[config.mk]
export PLATFORM = sky130hd
export DESIGN_NAME = vga_layer_arbiter_flat
export DESIGN_NICKNAME = d
export VERILOG_FILES = /design/src/rtl/vga_layer_arbiter_if.sv /design/src/rtl/vga_layer_arbiter.sv /design/src/flat_wrapper.sv
export SDC_FILE = /design/constraint.sdc
export NUM_CORES = 1
export LEC_CHECK = 0
export BUFFER_PORTS_ARGS = -buffer_cell sky130_fd_sc_hd__buf_4
export CORE_MARGIN = 1
export CORE_UTILIZATION = 43
export CTS_CLUSTER_DIAMETER = 40
export DETAILED_ROUTE_END_ITERATION = 7
export HOLD_SLACK_MARGIN = 0.03
export PLACE_DENSITY = 0.77
export SYNTH_ARGS = -nofsm -noshare
export SYNTH_HDL_FRONTEND = slang
export SYNTH_SLANG_ARGS = --single-unit
[constraint.sdc]
create_clock -name iCLK -period 5.2 [get_ports iCLK]
set_clock_uncertainty 0.2 [all_clocks]
set_input_delay 0 -clock iCLK [delete_from_list [all_inputs] [get_ports iCLK]]
set_output_delay 0 -clock iCLK [all_outputs]
set_load 0.02 [all_outputs]
[src/rtl/vga_layer_arbiter_if.sv]
// Pixel-path bundle between the VGA timing controller, the object drawers and the layer arbiter.
// The arbiter takes the slave side; the drawers and the timing controller take the master side.
interface vga_layer_arbiter_if #(
    parameter int N_LAYERS = 4,
    parameter int RANK_W   = 3
);
    logic                         iStartOfFrame;
    logic                         iPixelValid;
    logic [N_LAYERS-1:0]          iDrawReq;
    logic [24*N_LAYERS-1:0]       iRGB;
    logic [23:0]                  iBgRGB;
    logic [RANK_W*N_LAYERS-1:0]   iPrioCfg;
    logic                         iCfgWrite;
    logic [7:0]                   oRed;
    logic [7:0]                   oGreen;
    logic [7:0]                   oBlue;
    logic [RANK_W-1:0]            oWinner;
    logic [N_LAYERS-1:0]          oCollision;
    logic                         oCollisionValid;

    modport master (
        output iStartOfFrame, iPixelValid, iDrawReq, iRGB, iBgRGB, iPrioCfg, iCfgWrite,
        input  oRed, oGreen, oBlue, oWinner, oCollision, oCollisionValid
    );

    modport slave (
        input  iStartOfFrame, iPixelValid, iDrawReq, iRGB, iBgRGB, iPrioCfg, iCfgWrite,
        output oRed, oGreen, oBlue, oWinner, oCollision, oCollisionValid
    );
endinterface

[src/rtl/vga_layer_arbiter.sv]
// Per-pixel layer arbiter: registered RGB from the highest-priority drawing layer,
// frame-shadowed priority ranks, and a per-frame player collision mask.
module vga_layer_arbiter #(
    parameter int N_LAYERS = 4,
    parameter int RANK_W   = 3
) (
    input logic                  iCLK,
    input logic                  iRST_N,
    vga_layer_arbiter_if.slave   bus
);
    localparam logic [RANK_W-1:0] BLANK_IDX = RANK_W'(N_LAYERS);
    localparam int                CFG_W     = RANK_W * N_LAYERS;

    function automatic logic [CFG_W-1:0] identity_ranks();
        logic [CFG_W-1:0] r;
        r = '0;
        for (int k = 0; k < N_LAYERS; k++) begin
            r[RANK_W*k +: RANK_W] = RANK_W'(k);
        end
        return r;
    endfunction

    logic [CFG_W-1:0]     pending_rank;
    logic [CFG_W-1:0]     active_rank;
    logic [23:0]          rgb_q;
    logic [RANK_W-1:0]    winner_q;
    logic [N_LAYERS-1:0]  coll_acc;
    logic [N_LAYERS-1:0]  coll_q;
    logic                 coll_valid_q;

    logic                 win_found;
    logic [RANK_W-1:0]    win_idx;
    logic [RANK_W-1:0]    win_rank;
    logic [23:0]          win_rgb;
    logic [23:0]          next_rgb;
    logic [RANK_W-1:0]    next_winner;
    logic [N_LAYERS-1:0]  hits;

    // Strict less-than while scanning upward leaves ties with the lower layer index.
    always_comb begin
        win_found = 1'b0;
        win_idx   = BLANK_IDX;
        win_rank  = '0;
        win_rgb   = bus.iBgRGB;
        for (int k = 0; k < N_LAYERS; k++) begin
            if (bus.iDrawReq[k] &&
                (!win_found || (active_rank[RANK_W*k +: RANK_W] < win_rank))) begin
                win_found = 1'b1;
                win_idx   = RANK_W'(k);
                win_rank  = active_rank[RANK_W*k +: RANK_W];
                win_rgb   = bus.iRGB[24*k +: 24];
            end
        end
    end

    always_comb begin
        next_rgb    = 24'h0;
        next_winner = BLANK_IDX;
        if (bus.iPixelValid) begin
            next_rgb    = win_rgb;
            next_winner = win_idx;
        end
        hits = '0;
        if (bus.iPixelValid && bus.iDrawReq[0]) begin
            hits = {bus.iDrawReq[N_LAYERS-1:1], 1'b0};
        end
    end

    // Hits seen on the start-of-frame cycle still belong to the frame being closed.
    always_ff @(posedge iCLK or negedge iRST_N) begin
        if (!iRST_N) begin
            pending_rank <= identity_ranks();
            active_rank  <= identity_ranks();
            rgb_q        <= 24'h0;
            winner_q     <= BLANK_IDX;
            coll_acc     <= '0;
            coll_q       <= '0;
            coll_valid_q <= 1'b0;
        end else begin
            rgb_q        <= next_rgb;
            winner_q     <= next_winner;
            coll_valid_q <= bus.iStartOfFrame;
            if (bus.iCfgWrite) begin
                pending_rank <= bus.iPrioCfg;
            end
            if (bus.iStartOfFrame) begin
                active_rank <= bus.iCfgWrite ? bus.iPrioCfg : pending_rank;
                coll_q      <= coll_acc | hits;
                coll_acc    <= '0;
            end else begin
                coll_acc    <= coll_acc | hits;
            end
        end
    end

    assign bus.oRed            = rgb_q[23:16];
    assign bus.oGreen          = rgb_q[15:8];
    assign bus.oBlue           = rgb_q[7:0];
    assign bus.oWinner         = winner_q;
    assign bus.oCollision      = coll_q;
    assign bus.oCollisionValid = coll_valid_q;
endmodule
[src/flat_wrapper.sv]
// flat-port wrapper written by rule: the top's interface ports become plain ports
module vga_layer_arbiter_flat 
#(
    parameter int N_LAYERS = 4,
    parameter int RANK_W   = 3
)
  (iCLK, iRST_N, bus_iStartOfFrame, bus_iPixelValid, bus_iDrawReq, bus_iRGB, bus_iBgRGB, bus_iPrioCfg, bus_iCfgWrite, bus_oRed, bus_oGreen, bus_oBlue, bus_oWinner, bus_oCollision, bus_oCollisionValid);
  vga_layer_arbiter_if #(.N_LAYERS(N_LAYERS), .RANK_W(RANK_W)) bus_i ();
  input logic iCLK;
  input logic iRST_N;
  input wire logic [$bits(bus_i.iStartOfFrame)-1:0] bus_iStartOfFrame;
  input wire logic [$bits(bus_i.iPixelValid)-1:0] bus_iPixelValid;
  input wire logic [$bits(bus_i.iDrawReq)-1:0] bus_iDrawReq;
  input wire logic [$bits(bus_i.iRGB)-1:0] bus_iRGB;
  input wire logic [$bits(bus_i.iBgRGB)-1:0] bus_iBgRGB;
  input wire logic [$bits(bus_i.iPrioCfg)-1:0] bus_iPrioCfg;
  input wire logic [$bits(bus_i.iCfgWrite)-1:0] bus_iCfgWrite;
  output wire logic [$bits(bus_i.oRed)-1:0] bus_oRed;
  output wire logic [$bits(bus_i.oGreen)-1:0] bus_oGreen;
  output wire logic [$bits(bus_i.oBlue)-1:0] bus_oBlue;
  output wire logic [$bits(bus_i.oWinner)-1:0] bus_oWinner;
  output wire logic [$bits(bus_i.oCollision)-1:0] bus_oCollision;
  output wire logic [$bits(bus_i.oCollisionValid)-1:0] bus_oCollisionValid;
  assign bus_i.iStartOfFrame = bus_iStartOfFrame;
  assign bus_i.iPixelValid = bus_iPixelValid;
  assign bus_i.iDrawReq = bus_iDrawReq;
  assign bus_i.iRGB = bus_iRGB;
  assign bus_i.iBgRGB = bus_iBgRGB;
  assign bus_i.iPrioCfg = bus_iPrioCfg;
  assign bus_i.iCfgWrite = bus_iCfgWrite;
  assign bus_oRed = bus_i.oRed;
  assign bus_oGreen = bus_i.oGreen;
  assign bus_oBlue = bus_i.oBlue;
  assign bus_oWinner = bus_i.oWinner;
  assign bus_oCollision = bus_i.oCollision;
  assign bus_oCollisionValid = bus_i.oCollisionValid;
  vga_layer_arbiter #(.N_LAYERS(N_LAYERS), .RANK_W(RANK_W)) u_core (.iCLK(iCLK), .iRST_N(iRST_N), .bus(bus_i));
endmodule
Yosys cells after proc, flatten, opt, wreduce, memory -nomap -nowiden
Cells that the tools add are included.
- register bits after elaboration: 60
- input port bits: 141
- output and inout port bits: 32
- word-level logic and storage cells: 40
- order comparisons: 3
- mux-type cells: 19
- bitwise logic cells: 1
- reductions and logical operators: 10
- operator list (operator ; count):
    $mux 24 ; 5
    $mux 3 ; 8
    $mux 12 ; 1
    $lt 3x3->1 ; 3
    $mux 4 ; 2
    $logic_and 1x1->1 ; 4
    $or 4x4->4 ; 1
    $logic_not 1->1 ; 3
    $logic_or 1x1->1 ; 3
    $mux 1 ; 3

Logic depth before layout (Yosys ltp)
- word-level depth: 14
- mapped depth: 24
- mapped depth without buffers: 17

Least setup slack after synthesis
Ideal clock, no wire load.
- kind: in2reg
- start: in bus_iDrawReq[0]
- end: reg u_core.rgb_q[10]
- library setup time: 0.096 ns
- arrival: 4.644 ns
- data required time: 4.904 ns
- path slack: 0.260 ns
- cell stages on the path: 24
- buffers on the path: 7
- cell sequence: buf_4 clkbuf_1 nand2_1 ha_1 a21oi_1 o21a_1 buf_4 mux2_2 ha_1 o21a_1 o22ai_1 a32o_1 buf_4 buf_2 nand2_1 o21a_1 ha_1 a211oi_1 o21a_1 o2111ai_2 a22o_1 buf_2 buf_6 a311oi_2
- longest elaborated chain between the ends: 14
- elaborated cells between the ends (all ways): 23
- classes of those cells: order compare (3); mux (11); reduce/logical (9)
- ends and longest elaborated chain (what ; RTL line ; source):
    start: declaration ; flat_wrapper.sv:13 ; input wire logic [$bits(bus_i.iDrawReq)-1:0] bus_iDrawReq;
    $mux 3 or $mux 1 (tied branches) ; vga_layer_arbiter.sv:46 ; if (bus.iDrawReq[k] &&
    $lt 3x3->1 or $logic_not 1->1 (tied branches) ; vga_layer_arbiter.sv:47 ; (!win_found || (active_rank[RANK_W*k +: RANK_W] < win_rank))) begin
    $logic_or 1x1->1 ; vga_layer_arbiter.sv:47 ;
    $logic_and 1x1->1 ; vga_layer_arbiter.sv:46 ;
    $mux 3 or $mux 1 (tied branches) ; vga_layer_arbiter.sv:46 ;
    $lt 3x3->1 or $logic_not 1->1 (tied branches) ; vga_layer_arbiter.sv:47 ;
    $logic_or 1x1->1 ; vga_layer_arbiter.sv:47 ;
    $logic_and 1x1->1 ; vga_layer_arbiter.sv:46 ;
    $mux 3 or $mux 1 (tied branches) ; vga_layer_arbiter.sv:46 ;
    $lt 3x3->1 or $logic_not 1->1 (tied branches) ; vga_layer_arbiter.sv:47 ;
    $logic_or 1x1->1 ; vga_layer_arbiter.sv:47 ;
    $logic_and 1x1->1 ; vga_layer_arbiter.sv:46 ;
    $mux 24 * ; vga_layer_arbiter.sv:46 ;
    $mux 24 * ; vga_layer_arbiter.sv:59 ; if (bus.iPixelValid) begin
    named net u_core.next_rgb[10] ; vga_layer_arbiter.sv:35 ; logic [23:0] next_rgb;
    end signal: assignment ; vga_layer_arbiter.sv:80 ; rgb_q <= next_rgb;
    end: declaration ; vga_layer_arbiter.sv:25 ; logic [23:0] rgb_q;
The timed path passes the listed nets; every way through them passes the cells marked *.
A chain may end at the register's enable or synchronous reset.

Worst setup path after layout
- start: reg u_core.active_rank[1]
- end: reg u_core.rgb_q[10]
- longest elaborated chain between the ends: 14
- elaborated cells between the ends (all ways): 20
- classes of those cells: order compare (3); mux (9); reduce/logical (8)
- ends and longest elaborated chain (what ; RTL line ; source):
    start: declaration ; vga_layer_arbiter.sv:24 ; logic [CFG_W-1:0] active_rank;
    start signal: assignment ; vga_layer_arbiter.sv:73 ; active_rank <= identity_ranks();
    start signal: assignment ; vga_layer_arbiter.sv:87 ; active_rank <= bus.iCfgWrite ? bus.iPrioCfg : pending_rank;
    $mux 3 * ; vga_layer_arbiter.sv:46 ;
    $lt 3x3->1 ; vga_layer_arbiter.sv:47 ;
    $logic_or 1x1->1 ; vga_layer_arbiter.sv:47 ;
    $logic_and 1x1->1 ; vga_layer_arbiter.sv:46 ;
    $mux 3 or $mux 1 (tied branches) ; vga_layer_arbiter.sv:46 ;
    $lt 3x3->1 or $logic_not 1->1 (tied branches) ; vga_layer_arbiter.sv:47 ;
    $logic_or 1x1->1 ; vga_layer_arbiter.sv:47 ;
    $logic_and 1x1->1 ; vga_layer_arbiter.sv:46 ;
    $mux 3 or $mux 1 (tied branches) ; vga_layer_arbiter.sv:46 ;
    $lt 3x3->1 or $logic_not 1->1 (tied branches) ; vga_layer_arbiter.sv:47 ;
    $logic_or 1x1->1 ; vga_layer_arbiter.sv:47 ;
    $logic_and 1x1->1 ; vga_layer_arbiter.sv:46 ;
    $mux 24 * ; vga_layer_arbiter.sv:46 ;
    $mux 24 * ; vga_layer_arbiter.sv:59 ;
    named net u_core.next_rgb[10] ; vga_layer_arbiter.sv:35 ;
Marks and branches as above.

==> flow_summary_export.csv <==
group,metric,value,unit
clocking,cts_root_buf,"clkbuf_8",
logic_synthesis,yosys_most_used_dff,"dfrtp_1",
finish,multi_input_area,2039,sq um
logic_synthesis,syn_inst,361,
timing,hold-worst-slack,43.80,ps
finish,syn_to_final_growth,69.63,%
clocking,postCtsSetupBuffers,0,
timing,finalMaxSlewViolations,0,
worst_setup_path,slowest_stage,"dfrtp_1",
worst_setup_path,startpoint_type,"flip-flop",
timing,setup_violations,0,
run,max-cap-violations,0,
timing,hold_viol,0,
place,gp_congestion,0.8943,
worst_hold_path,min_path_type,"in2reg",
global_routing,grt-ovfl-total,0,
route,wl,13560,microns
clocking,cts_tree,"yes",
route,dr_total_vias,4178,
timing,fin_setup_tns,0,ps
route,first_pass_iters,4,
finish,drive_gt1_share,45.79,%
clocking,htreeDepth,3,
logic_synthesis,seq_area_frac_synth,38.76,%
logic_synthesis,synth_area_leaders,"dfrtp_1, mux2_2, o211ai_1, a311oi_2, dfstp_2",
logic_synthesis,synth_area,3774,sq um
route,route.met2.wl,7062,microns
clocking,numCtsBuffers,9,
worst_setup_path,r2r_slack,300,ps
clocking,clk_latency,330,ps
route,avgViaCountPerCell,5.692,
route,drt_iter0_drc,215,
logic_synthesis,synthDistinctLibCells,42,
route,dr_wl_met3,1122,microns
die,dieArea,9155,sq um
finish,regArea,1463,sq um
die,die_x,95.68,microns
die,fp.coreArea,8341,sq um
power,power_leakage,0.002835,uW
route,wl_per_cell,18.48,microns
power,p_per_area,298.7,nW/um^2
timing,layout_setup_ws,303.9,ps
global_routing,grt_use_total,29.36,%
global_routing,grt_max_degree,59,
die,die_h,95.68,microns
place,post-place-ws,216.3,ps
worst_setup_path,crit_chain,"nand2_1 > ha_1 > a21oi_2 > o21a_2 > mux2_2 > ha_1 > o21a_1 > o22ai_1 > buf_4 > a32o_1 > buf_4 > nand2_1 > o21a_1 > ha_1 > a211oi_1 > o21a_1 > o2111ai_2 > a22o_2 > buf_12 > a311oi_2",
route,top_layer,"met4",
logic_synthesis,yosysWarnings,0,
place,io_buffers,171,
die,start_util,45.24,%
finish,final_cell_mix,"buf_4, dlygate4sd3_1, mux2_2",
finish,fin_nets,771,
worst_setup_path,worst-path-buf-inv,3,
timing,rsz0062_at_grt,"no",
die,ios,173,
power,vdd_drop_max,0.0001641,V
global_routing,first_global_vias,4329,
run_status,outcome,"complete, no violations",
global_routing,grt_pass1_wl,20290,microns
worst_setup_path,crit_type,"reg2reg",
finish,final_common_cell,"buf_4",
worst_setup_path,path_max_fanout,18,
clocking,cts.sinks,58,
worst_setup_path,cp_top_family,"compound AO/OA/AOI/OAI gates",
timing,fmax,204.2,MHz
die,rows,33,
worst_setup_path,required,5210,ps
place,placed_cell_area,5130,sq um
worst_setup_path,critical_path_arrival,4910,ps
clocking,clk_pin_slew,70,ps
worst_setup_path,max_stage_delay,370,ps
clocking,clockBufferDepth,2,
logic_synthesis,synth_enable_flop_cells,0,
logic_synthesis,syn_avg_cell_area,10.45,sq um
finish,antennaDiodeCount,0,
finish,design_area,6401,sq um
finish,fillers,549,
route,wl_met1,4957,microns
place,place_hpwl,8348,microns
worst_setup_path,crit_path_end_kind,"flip-flop",
global_routing,antenna_found_initial,0,
route,antenna_left,0,
timing,tightest_slew,1170,ps
timing,fin_crit,4896,ps
power,total_power,1912,uW
logic_synthesis,yosys.area.top_type,"dfrtp_1",
logic_synthesis,synthesis.nets,508,
logic_synthesis,synth-async-reset-ratio,100.0,%
logic_synthesis,synth_seq_cells,58,
route,drc,0,
timing,slew_headroom,21.98,%
timing,period_share,94.16,%
logic_synthesis,synth_top_area_share,32.49,%
-- power by group --
group / internal [uW] / switching, uW / leakage [uW]
clock network: 268 / 186 / 0.000105
registers: 537 / 38.1 / 0.000704
logic: 413 / 469 / 0.00203
total: 1220 / 693 / 0.00283
-- stage by stage --
step	utilization, %	instances
detailed placement	61.51	613
global route	76.75	734
CTS	76.72	734
floorplan	-	361
finish	76.75	734
global placement	61.51	613
-- layout make-up --
class	count	area share [%]
Sequential cell	58	22.85
Clock inverter	7	1.466
Inverter	28	1.642
Timing Repair Buffer	289	38.19
Clock buffer	9	1.935
Tap cell	105	2.052
Multi-Input combinational cell	238	31.86
-- Yosys cell counts (2+ instances only) --
library cell and instances:
inv_1 27, buf_4 6, a311oi_2 19, nand2_1 33
nor2_1 7, a21oi_1 9, buf_2 12, and3_1 2
nor2b_1 3, buf_6 2, dfrtp_1 49, ha_1 6
o211ai_1 48, o21a_1 6, a311oi_1 6, dfstp_2 9
a31oi_1 3, clkbuf_1 16, a221oi_1 24, o21ai_0 3
mux2_2 50
-- worst reg2reg max path, cell delays in order, from the launching register on --
cell       delay (ps)
dfrtp_1           370
nand2_1            90
ha_1              320
a21oi_2           160
o21a_2            250
mux2_2            370
ha_1              300
o21a_1            180
o22ai_1           130
buf_4             170
a32o_1            140
buf_4             250
nand2_1            80
o21a_1            110
ha_1              280
a211oi_1          270
o21a_1            190
o2111ai_2         120
a22o_2            350
buf_12            200
a311oi_2          240
-- state kept, by name, summed over array words and instances, names as in the netlist --
| name | flops |
|---|---|
| u_core.rgb_q | 24 |
| u_core.active_rank | 12 |
| u_core.pending_rank | 12 |
| u_core.bus.oCollision | 3 |
| u_core.bus.oWinner | 3 |
| u_core.coll_acc | 3 |
| u_core.bus.oCollisionValid | 1 |
-- metal layers --
layer	GRT usage [%]	vias to the layer above
met5	0	-
met4	15.55	0
met3	5.662	43
met2	52.86	243
met1	32.53	1987
li1	-	1905
-- path summary, 6_finish.rpt --
kind / startpoint / endpoint / cells after the start
worst max-delay path: u_core.active_rank[1] / u_core.rgb_q[10] / 20
max in group asynchronous: iRST_N / u_core.rgb_q[15] / 2
worst min register to register: u_core.coll_acc[3] / u_core.coll_acc[3] / 2
min in group asynchronous: iRST_N / u_core.bus.oCollision[1] / 2
worst max register to register: u_core.active_rank[1] / u_core.rgb_q[10] / 20
worst min-delay path: bus_iRGB[46] / u_core.rgb_q[22] / 5
-- cells by family (layout without fill, tap and decap cells) --
| group | Yosys count | in the layout | synth area share [%] |
|---|---|---|---|
| DFF | 58 | 58 | 38.76 |
| and+or+nand+nor | 49 | 49 | 5.504 |
| adders and majority gates | 6 | 6 | 1.989 |
| buffers and inverters | 65 | 333 | 7.858 |
| other | 1 | 1 | 0.09937 |
| AOI/OAI and AO/OA | 131 | 131 | 30.60 |
| muxes | 51 | 51 | 15.19 |
-- repair_timing --
action | CTS | global route
resized for setup | 0 | 2
hold buffers | 105 | 0
endpoints found under the setup margin | 0 | 23
endpoints found under the hold margin | 115 | 0
No activity file was read; power rests on OpenSTA's default activity.
